===== config.mk =====
export PLATFORM = sky130hd
export DESIGN_NAME = pwm_ramp_ctrl
export DESIGN_NICKNAME = d
export VERILOG_FILES = /design/src/rtl/pwm_pkg.sv /design/src/rtl/pwm_ramp_tick.sv /design/src/rtl/pwm_ramp_ctrl.sv
export SDC_FILE = /design/constraint.sdc
export NUM_CORES = 1
export LEC_CHECK = 0
export BUFFER_PORTS_ARGS = -buffer_cell sky130_fd_sc_hd__buf_2
export CORE_ASPECT_RATIO = 0.75
export CORE_MARGIN = 5
export CORE_UTILIZATION = 35
export CTS_CLUSTER_DIAMETER = 120
export CTS_CLUSTER_SIZE = 40
export DETAILED_ROUTE_END_ITERATION = 7
export PLACE_DENSITY = 0.53
export SYNTH_ARGS = -nofsm -noshare
export SYNTH_HDL_FRONTEND = slang
export SYNTH_SLANG_ARGS = --single-unit

===== constraint.sdc =====
create_clock -name clk -period 4.04 [get_ports clk]
set_input_delay 0.202 -clock clk [delete_from_list [all_inputs] [get_ports clk]]
set_output_delay 0.202 -clock clk [all_outputs]
set_load 0.01 [all_outputs]

===== src/rtl/pwm_pkg.sv =====
// Shared definitions for the PWM ramp sequencer.
//   ramp_state_t     : sequencer FSM state encoding (idle / ramping)
//   interval_or_one  : maps a requested update interval of 0 onto 1 clock
package pwm_pkg;

  typedef enum logic [0:0] {
    RAMP_IDLE = 1'b0,
    RAMP_RUN  = 1'b1
  } ramp_state_t;

  // An interval of zero clocks is meaningless, so it is treated as one clock.
  function automatic int unsigned interval_or_one(input int unsigned interval);
    return (interval == 32'd0) ? 32'd1 : interval;
  endfunction

endpackage


===== src/rtl/pwm_ramp_tick.sv =====
// Reloadable down-counter that paces ramp updates.
//   clk, rst : clock and synchronous active-high reset
//   clear    : zero the counter (sequencer leaving the ramp)
//   load     : capture period as both current count and reload value
//   run      : count while high
//   period   : reload value, i.e. interval - 1
//   tick     : high for the single cycle in which the count is 0 while running
module pwm_ramp_tick #(
  parameter int RATE_WIDTH = 16
) (
  input  logic                  clk,
  input  logic                  rst,
  input  logic                  clear,
  input  logic                  load,
  input  logic                  run,
  input  logic [RATE_WIDTH-1:0] period,
  output logic                  tick
);

  logic [RATE_WIDTH-1:0] count_q;
  logic [RATE_WIDTH-1:0] reload_q;

  // NOTE: sequential state is written with non-blocking assignments only, so
  // every register samples the pre-edge values of the others.
  always_ff @(posedge clk) begin
    if (rst || clear) begin
      count_q  <= '0;
      reload_q <= '0;
    end else if (load) begin
      count_q  <= period;
      reload_q <= period;
    end else if (run) begin
      if (count_q == '0) count_q <= reload_q;
      else               count_q <= count_q - RATE_WIDTH'(1);
    end
  end

  assign tick = run && (count_q == '0);

endmodule


===== src/rtl/pwm_ramp_ctrl.sv =====
// Command-driven duty-cycle ramp sequencer in front of a pwm instance.
// Accepts {target, step, interval} over valid/ready, then walks pwm_compare
// toward target by step every interval clocks without overshoot, pulsing done
// on arrival. A ramp that ends at zero duty also drops pwm_en.
//   clk, rst      : clock and synchronous active-high reset
//   cmd_valid     : command present
//   cmd_ready     : sequencer idle, command will be accepted
//   cmd_target    : final compare value
//   cmd_step      : compare change per update (0 = jump straight to target)
//   cmd_interval  : clocks between updates (0 treated as 1)
//   abort         : stop a running ramp in place
//   pwm_en        : drives pwm.en
//   pwm_compare   : drives pwm.compare
//   busy          : ramp in progress
//   done          : one-cycle pulse, target reached
module pwm_ramp_ctrl
  import pwm_pkg::*;
#(
  parameter int DATA_WIDTH = 8,
  parameter int RATE_WIDTH = 16   // at most 32
) (
  input  logic                  clk,
  input  logic                  rst,
  input  logic                  cmd_valid,
  output logic                  cmd_ready,
  input  logic [DATA_WIDTH-1:0] cmd_target,
  input  logic [DATA_WIDTH-1:0] cmd_step,
  input  logic [RATE_WIDTH-1:0] cmd_interval,
  input  logic                  abort,
  output logic                  pwm_en,
  output logic [DATA_WIDTH-1:0] pwm_compare,
  output logic                  busy,
  output logic                  done
);

  ramp_state_t state_q, state_d;

  logic [DATA_WIDTH-1:0] target_q;
  logic [DATA_WIDTH-1:0] step_q;
  logic [DATA_WIDTH-1:0] compare_q;
  logic                  en_q;
  logic                  done_q;

  // Command decode, only meaningful while idle.
  logic                  accept;
  logic                  cmd_equal;
  logic                  cmd_jump;
  logic                  ramp_start;
  logic [RATE_WIDTH-1:0] reload_value;

  assign accept       = cmd_valid && (state_q == RAMP_IDLE);
  assign cmd_equal    = (cmd_target == compare_q);
  assign cmd_jump     = !cmd_equal && (cmd_step == '0);
  assign ramp_start   = accept && !cmd_equal && (cmd_step != '0);
  assign reload_value = RATE_WIDTH'(interval_or_one(32'(cmd_interval)) - 32'd1);

  // Step arithmetic: the difference is one bit wider and signed so its sign
  // picks the direction; if the remaining distance fits in one step the
  // compare snaps to target, which rules out overshoot and wrap.
  logic signed [DATA_WIDTH:0]   diff;
  logic        [DATA_WIDTH:0]   mag;
  logic                         arrive;
  logic        [DATA_WIDTH-1:0] stepped;
  logic        [DATA_WIDTH-1:0] next_compare;

  assign diff         = $signed({1'b0, target_q}) - $signed({1'b0, compare_q});
  assign mag          = diff[DATA_WIDTH] ? $unsigned(-diff) : $unsigned(diff);
  assign arrive       = (mag <= {1'b0, step_q});
  assign stepped      = diff[DATA_WIDTH] ? (compare_q - step_q) : (compare_q + step_q);
  assign next_compare = arrive ? target_q : stepped;

  // Update pacing.
  logic tick;
  logic tick_clear;

  pwm_ramp_tick #(
    .RATE_WIDTH (RATE_WIDTH)
  ) u_tick (
    .clk    (clk),
    .rst    (rst),
    .clear  (tick_clear),
    .load   (ramp_start),
    .run    (state_q == RAMP_RUN),
    .period (reload_value),
    .tick   (tick)
  );

  // Any exit from RUN (arrival or abort) leaves the counter at zero.
  assign tick_clear = (state_q == RAMP_RUN) && (state_d == RAMP_IDLE);

  // FSM: state register.
  always_ff @(posedge clk) begin
    if (rst) state_q <= RAMP_IDLE;
    else     state_q <= state_d;
  end

  // FSM: next state. Abort wins over a same-edge arrival.
  // NOTE: state_d gets a default before the case so no path leaves it
  // unassigned, which would otherwise infer a latch.
  always_comb begin
    state_d = state_q;
    case (state_q)
      RAMP_IDLE: if (ramp_start)              state_d = RAMP_RUN;
      RAMP_RUN:  if (abort)                   state_d = RAMP_IDLE;
                 else if (tick && arrive)     state_d = RAMP_IDLE;
      default:                                state_d = RAMP_IDLE;
    endcase
  end

  // FSM: outputs, decoded from the state register only.
  always_comb begin
    cmd_ready = (state_q == RAMP_IDLE);
    busy      = (state_q == RAMP_RUN);
  end

  // Datapath: latched command, compare, enable and done pulse.
  always_ff @(posedge clk) begin
    if (rst) begin
      target_q  <= '0;
      step_q    <= '0;
      compare_q <= '0;
      en_q      <= 1'b0;
      done_q    <= 1'b0;
    end else begin
      done_q <= 1'b0;
      if (accept) begin
        target_q <= cmd_target;
        step_q   <= cmd_step;
        if ((cmd_target != '0) || (compare_q != '0)) en_q <= 1'b1;
        if (cmd_jump) compare_q <= cmd_target;
        if (cmd_equal || cmd_jump) done_q <= 1'b1;
      end else if ((state_q == RAMP_RUN) && !abort && tick) begin
        compare_q <= next_compare;
        if (arrive) begin
          done_q <= 1'b1;
          // Ending at zero duty parks the pwm with its counters in reset.
          if (target_q == '0) en_q <= 1'b0;
        end
      end
    end
  end

  assign pwm_en      = en_q;
  assign pwm_compare = compare_q;
  assign done        = done_q;

endmodule


Yosys cells after proc, flatten, opt, wreduce, memory -nomap -nowiden
Index checks and enable logic that the tools add are counted.
{"block": "classes", "n_addsub": 6, "mul": 0, "div_mod_pow": 0, "magnitude_cmp": 1, "eq_ne": 3, "n_shift": 0, "muxes": 23, "bitwise": 2, "reduce_logical": 27}
{"cell": "$mux W16", "n": 4}
{"cell": "$mux W8", "n": 5}
{"cell": "$logic_not A16 Y1", "n": 2}
{"cell": "$sub A16 B1 Y16 const B", "n": 2}
{"cell": "$reduce_bool A8 Y1", "n": 3}
{"cell": "$logic_not A8 Y1", "n": 2}
{"cell": "$mux W1", "n": 12}
{"cell": "$le A9 B8 Y1", "n": 1}
{"cell": "$logic_and A1 B1 Y1", "n": 9}
{"cell": "$mux W9", "n": 1}
{"cell": "$neg A9 Y9", "n": 1}
{"cell": "$sub A8 B8 Y9", "n": 1}
{"cell": "$add A8 B8 Y8", "n": 1}
{"cell": "$eq A8 B8 Y1", "n": 1}
{"cell": "$reduce_bool A2 Y1", "n": 4}
{"cell": "$sub A8 B8 Y8", "n": 1}
{"cell": "$ne A2 B1 Y1 const B", "n": 2}
{"cell": "$reduce_and A4 Y1", "n": 1}
{"cell": "$logic_or A1 B1 Y1", "n": 3}
{"cell": "$logic_not A1 Y1", "n": 2}
{"cell": "$not A1 Y1", "n": 2}
{"cell": "$pmux W1 S2", "n": 1}
{"cell": "$reduce_and A2 Y1", "n": 1}
{"block": "word_totals", "register_bits": 59, "latch_bits": 0, "ram_bits": 0, "romBits": 0, "input_bits": 36, "output_inout_bits": 12, "elab_cells": 70, "mem_count": 0}

Longest topological paths before layout
{"block": "depth", "ltp_word": 11, "mapped_depth": 19, "depth_no_buf": 18}

Hierarchy
Synthesis repeated with hierarchy kept, for this count alone.
{"block": "hier_totals", "hier_cells": 571, "area_unflattened_um2": 4553.1}
{"module": "pwm_ramp_ctrl", "n_inst": 1, "cells_each": 367, "area_each_um2": 2802.7, "seq_area_each_um2": 540.5}
{"module": "pwm_ramp_tick", "n_inst": 1, "cells_each": 204, "area_each_um2": 1750.4, "seq_area_each_um2": 640.6}

Worst setup path before layout
No wires, ideal clock.
{"block": "synth_timing", "kind": "register -> register", "from": "register compare_q[0] (netlist: pwm_compare[0])", "to": "register compare_q[1] (netlist: pwm_compare[1])", "setup_ns": 0.120, "arrival_ns": 3.968, "required_time_ns": 3.920, "path_slack_ns": -0.048, "stages_incl_launch_ff": 19, "path_buffers": 2, "period_less_slack_ns": 4.088, "cell_sequence": "dfxtp_1 > ha_1 > inv_1 > fa_1 > a21o_1 > a221oi_1 > o21ai_0 > clkbuf_1 > a31oi_1 > xor2_1 > ha_1 > a21oi_1 > o21ai_0 > a221oi_1 > a41oi_1 > a41oi_2 > buf_2 > mux2i_1 > o2bb2ai_1"}
{"block": "synth_between", "elab_chain_cells": 7, "word_cells_on_any_way": 15, "classes_between": "add/sub (4); order compare (1); eq/ne (2); mux (5); reduce/logical (3)"}
{"item": "start, declared", "line_no": "pwm_ramp_ctrl.sv:40", "text": "logic [DATA_WIDTH-1:0] compare_q;"}
{"item": "start signal, assigned", "line_no": "pwm_ramp_ctrl.sv:130", "text": "if (cmd_jump) compare_q <= cmd_target;"}
{"item": "start signal, assigned", "line_no": "pwm_ramp_ctrl.sv:133", "text": "compare_q <= next_compare;"}
{"item": "$sub A8 B8 Y9", "line_no": "pwm_ramp_ctrl.sv:66", "text": "assign diff = $signed({1'b0, target_q}) - $signed({1'b0, compare_q});"}
{"item": "$neg A9 Y9", "line_no": "pwm_ramp_ctrl.sv:67", "text": "assign mag = diff[DATA_WIDTH] ? $unsigned(-diff) : $unsigned(diff);"}
{"item": "$mux W9", "line_no": "pwm_ramp_ctrl.sv:67"}
{"item": "$le A9 B8 Y1", "line_no": "pwm_ramp_ctrl.sv:68", "text": "assign arrive = (mag <= {1'b0, step_q});"}
{"item": "$mux W8", "line_no": "pwm_ramp_ctrl.sv:70", "text": "assign next_compare = arrive ? target_q : stepped;"}
{"item": "$mux W8", "line_no": "pwm_ramp_ctrl.sv:132", "text": "end else if ((state_q == RAMP_RUN) && !abort && tick) begin"}
{"item": "$mux W8", "line_no": "pwm_ramp_ctrl.sv:126", "text": "if (accept) begin"}
Several ways; a longest one is shown, not always the timed one. The select of a mux whose other input is x is not followed.
A chain may end at the register's enable or synchronous reset.

Worst setup path after layout
{"block": "layout_timing", "from": "register target_q[0]", "to": "register u_tick.reload_q[0]"}
{"block": "layout_between", "elab_chain_cells": 11}
{"item": "start, declared", "line_no": "pwm_ramp_ctrl.sv:38", "text": "logic [DATA_WIDTH-1:0] target_q;"}
{"item": "start signal, assigned", "line_no": "pwm_ramp_ctrl.sv:127", "text": "target_q <= cmd_target;"}
{"item": "$sub A8 B8 Y9 *", "line_no": "pwm_ramp_ctrl.sv:66"}
{"item": "$neg A9 Y9", "line_no": "pwm_ramp_ctrl.sv:67"}
{"item": "$mux W9 *", "line_no": "pwm_ramp_ctrl.sv:67"}
{"item": "$le A9 B8 Y1 *", "line_no": "pwm_ramp_ctrl.sv:68"}
{"item": "$logic_and A1 B1 Y1 *", "line_no": "pwm_ramp_ctrl.sv:105", "text": "else if (tick && arrive) state_d = RAMP_IDLE;"}
{"item": "$mux W1 *", "line_no": "pwm_ramp_ctrl.sv:105"}
{"item": "$mux W1 *", "line_no": "pwm_ramp_ctrl.sv:104", "text": "RAMP_RUN: if (abort) state_d = RAMP_IDLE;"}
{"item": "$pmux W1 S2 *", "line_no": "pwm_ramp_ctrl.sv:102", "text": "case (state_q)"}
{"item": "$not A1 Y1 *", "line_no": "pwm_ramp_ctrl.sv:89", "text": "assign tick_clear = (state_q == RAMP_RUN) && (state_d == RAMP_IDLE);"}
{"item": "$logic_and A1 B1 Y1 *", "line_no": "pwm_ramp_ctrl.sv:89"}
{"item": "$logic_or A1 B1 Y1 *", "line_no": "pwm_ramp_tick.sv:26", "text": "if (rst || clear) begin"}
{"item": "end signal, assigned", "line_no": "pwm_ramp_tick.sv:31", "text": "reload_q <= period;"}
{"item": "end, declared", "line_no": "pwm_ramp_tick.sv:21", "text": "logic [RATE_WIDTH-1:0] reload_q;"}
Every way passes the cells marked *; elsewhere a longest branch is shown, timed or not.

==> results.tsv <==
metric	value	unit
grt_max_degree	39	
port_buffers	47	
fillers	1154	
p_comb_share	41.8	%
syn_inst	562	
cp.required	4.25	ns
dpl_cell_area	4840	µm²
layout-drive-gt1-share	22.9	%
timing.final.crit_share	97.6	%
avgSynthCellArea	7.51	µm²
rsz0062_at_grt	yes	
antenna_found_initial	0	
stdcell_area	5430	µm²
ys_ff_latch	59	
wl_per_cell	16.7	µm
clk_pin_slew	0.05	ns
hold_buffers	0	
core_area	11700	µm²
dp.cells	783	
clock_sinks	59	
path_max_fanout	8	
drtPass1Iterations	5	
synth_top_cell_by_area	dfxtp_1	
rows	34	
numCtsBuffers	9	
die_w	137	µm
worst_ep_arrival_time	4.16	ns
grt_pass1_wl	20800	µm
max-vdd-ir-drop	0.000208	V
critPathKind	flip-flop to flip-flop	
start_util	36.1	%
synthArstFlopShare	0	%
setup_viol	0	
syn_nets	628	
synth.yosys.warnings	0	
pre_cts_ws	-0.0867	ns
num_vias	4355	
pwr-share-clk	31.0	%
fin_skew	0.00628	ns
switching_share	35.4	%
die_y	105	µm
pwr-share-seq	27.2	%
root_buffer	clkbuf_16	
p_switching	883	µW
worst_pin_slew	1.09	ns
routed_wl	13500	µm
place_congestion	0.842	
fp.dieArea	14400	µm²
drcViolationCount	0	
grt.total_usage	18.4	%
critical_path.startpoint_type	flip-flop	
drv_slew	0	
cellPowerDensity	459	nW/µm²
power	2.49	mW
holdCritPathClass	input pin to flip-flop	
nNetsFinal	709	
io-pin-count	48	
finalSetupTns	0	ns
htreeDepth	3	
clk_latency	0.33	ns
ant_nets	0	
final_cells	809	
power.internal	1.61	mW
diodes	0	
yosysSeqAreaShare	28.0	%
period_needed	3.94	ns
outcome	finished clean	
synthToLayoutAreaGrowth	28.7	%
leakage	2.22	nW
setup_ws	0.0954	ns
gr-total-overflow	0	
initialDrtViolationCount	324	
hpwl	10300	µm
hold_viol_final	0	
crit_path_end_kind	flip-flop	
max_freq	254	MHz
max_slew_margin	27.3	%
synth_top_area_share	28.0	%
cts_buffer_depth	2	
ys_types	57	
grt_pass1_vias	3940	
synth-edff-count	0	
cap_violations	0	
synth.area.top_cells	dfxtp_1 28%, ha_1 8.3%, nand2_1 8.1%, a21oi_1 6.2%, xnor2_1 5.2%	
syn-cell-area	4220	µm²
routed_via_density	5.38	
synthFlopType	dfxtp_1	
tritoncts	built	
## power groups by stage
stage	Combinational [mW]	Clock, mW	Sequential (mW)
6_report	1.04	0.772	0.678
5_1_grt	1.13	0.812	0.685
4_1_cts	0.919	0.787	0.676
3_5_place_dp	0.889	0	0.688
3_3_place_gp	0.873	0	0.686
2_1_floorplan	0.635	0	0.675
## cells in the mapped netlist (4+ instances only)
cell	number
dfxtp_1	59
nor3_1	13
a31oi_1	10
clkbuf_1	19
o2bb2ai_1	8
o21ai_0	30
ha_1	28
and3_1	4
nand2_1	91
inv_1	32
o211ai_1	8
a211oi_1	11
a21o_1	7
a21oi_1	52
nor2b_1	4
mux2i_1	6
or3_1	5
nor2_1	47
nor4_1	17
a221oi_1	4
nand3_1	13
xor2_1	18
xnor2_1	25
## critical path, cell delays in order, from the launching register on
cell and delay [ns]:
dfxtp_2 0.32, inv_2 0.07, ha_4 0.14, inv_1 0.06, fa_2 0.34, a21o_1 0.23
a221oi_4 0.31, buf_4 0.17, xnor2_1 0.12, inv_2 0.09, a31oi_4 0.18, xor2_1 0.18
ha_1 0.28, nand3_1 0.12, nor2_2 0.06, a221oi_2 0.27, a41oi_2 0.08, a41oi_2 0.19
buf_6 0.16, a31o_4 0.23, clkbuf_16 0.18, a21oi_1 0.05
## metal layers
| layer | vias to the layer above | share of wire [%] | GRT usage [%] |
|---|---|---|---|
| met1 | 1994 | 52 | 30.0 |
| met2 | 178 | 39 | 23.4 |
| met5 | - | 0 | 0 |
| met4 | 0 | 0.78 | 4.06 |
| li1 | 2175 | - | - |
| met3 | 8 | 8.5 | 4.56 |
## layout make-up
type	count	area [µm²]	share of cell area [%]
well taps	162	203	3.73
repair buffers	93	646	11.9
clock inverters	4	50.0	0.921
inverters	33	126	2.33
multi-input cells	447	2960	54.5
flip-flops and latches	59	1190	21.9
clock buffers	11	253	4.65
## cell usage in the layout (no fill, tap or decap), types with 3 or more instances in the layout
cell / synthesis / layout
nand2_1: 91 / 90
dfxtp_1: 59 / 53
a21oi_1: 52 / 50
buf_2: 2 / 47
nor2_1: 47 / 45
buf_4: 0 / 38
inv_1: 32 / 28
o21ai_0: 30 / 28
xnor2_1: 25 / 25
ha_1: 28 / 24
xor2_1: 18 / 18
nor4_1: 17 / 17
nand3_1: 13 / 13
nor3_1: 13 / 12
clkbuf_16: 0 / 10
a211oi_1: 11 / 9
a31oi_1: 10 / 8
o211ai_1: 8 / 8
o2bb2ai_1: 8 / 8
a21o_1: 7 / 7
mux2i_1: 6 / 6
dfxtp_2: 0 / 5
or3_1: 5 / 4
and3_1: 4 / 4
buf_6: 2 / 4
inv_2: 0 / 3
o221ai_1: 3 / 3
nor2b_1: 4 / 3
o31ai_1: 3 / 3
or2_2: 3 / 3
ha_4: 0 / 3
## cells by family after synthesis
logic type                 after synthesis  synth area share, %
xor gates and xnor gates                43                 8.93
AOI/OAI and AO/OA                      157                 24.2
and+or+nand+nor                        210                 22.5
DFF                                     59                 28.0
muxes                                    7                 1.69
buffers and inverters                   56                 5.40
adders and majority gates               30                 9.25
## registers in the layout, indices dropped and copies added, names as in the netlist
| signal | flops |
|---|---|
| busy | 1 |
| done | 1 |
| pwm_compare | 8 |
| pwm_en | 1 |
| step_q | 8 |
| target_q | 8 |
| u_tick.count_q | 16 |
| u_tick.reload_q | 16 |
## path summary, 6_finish.rpt
path | startpoint | end | slack, ns | cells after the start
max | target_q[0] | u_tick.reload_q[0] | 0.1 | 21
min | cmd_step[2] | step_q[2] | 0.13 | 3
max reg2reg | target_q[0] | u_tick.reload_q[0] | 0.1 | 21
min reg2reg | u_tick.reload_q[12] | u_tick.reload_q[12] | 0.45 | 2
## repair_timing
action,4_1_cts,5_1_grt
gates resized for setup,4,42
buffers inserted,3,7
endpoints found under the setup margin,36,42
pin swaps,2,21
cloned,0,1
## per-stage QoR
| step | hold WS, ns | util, % |
|---|---|---|
| 2_1_floorplan | 0.338 | - |
| 3_3_place_gp | 0.442 | 41.4 |
| 3_5_place_dp | 0.442 | 41.4 |
| 4_1_cts | 0.122 | 44.3 |
| 5_1_grt | 0.140 | 46.4 |
| 6_report | 0.134 | 46.4 |
No activity file was read; power rests on OpenSTA's default activity.
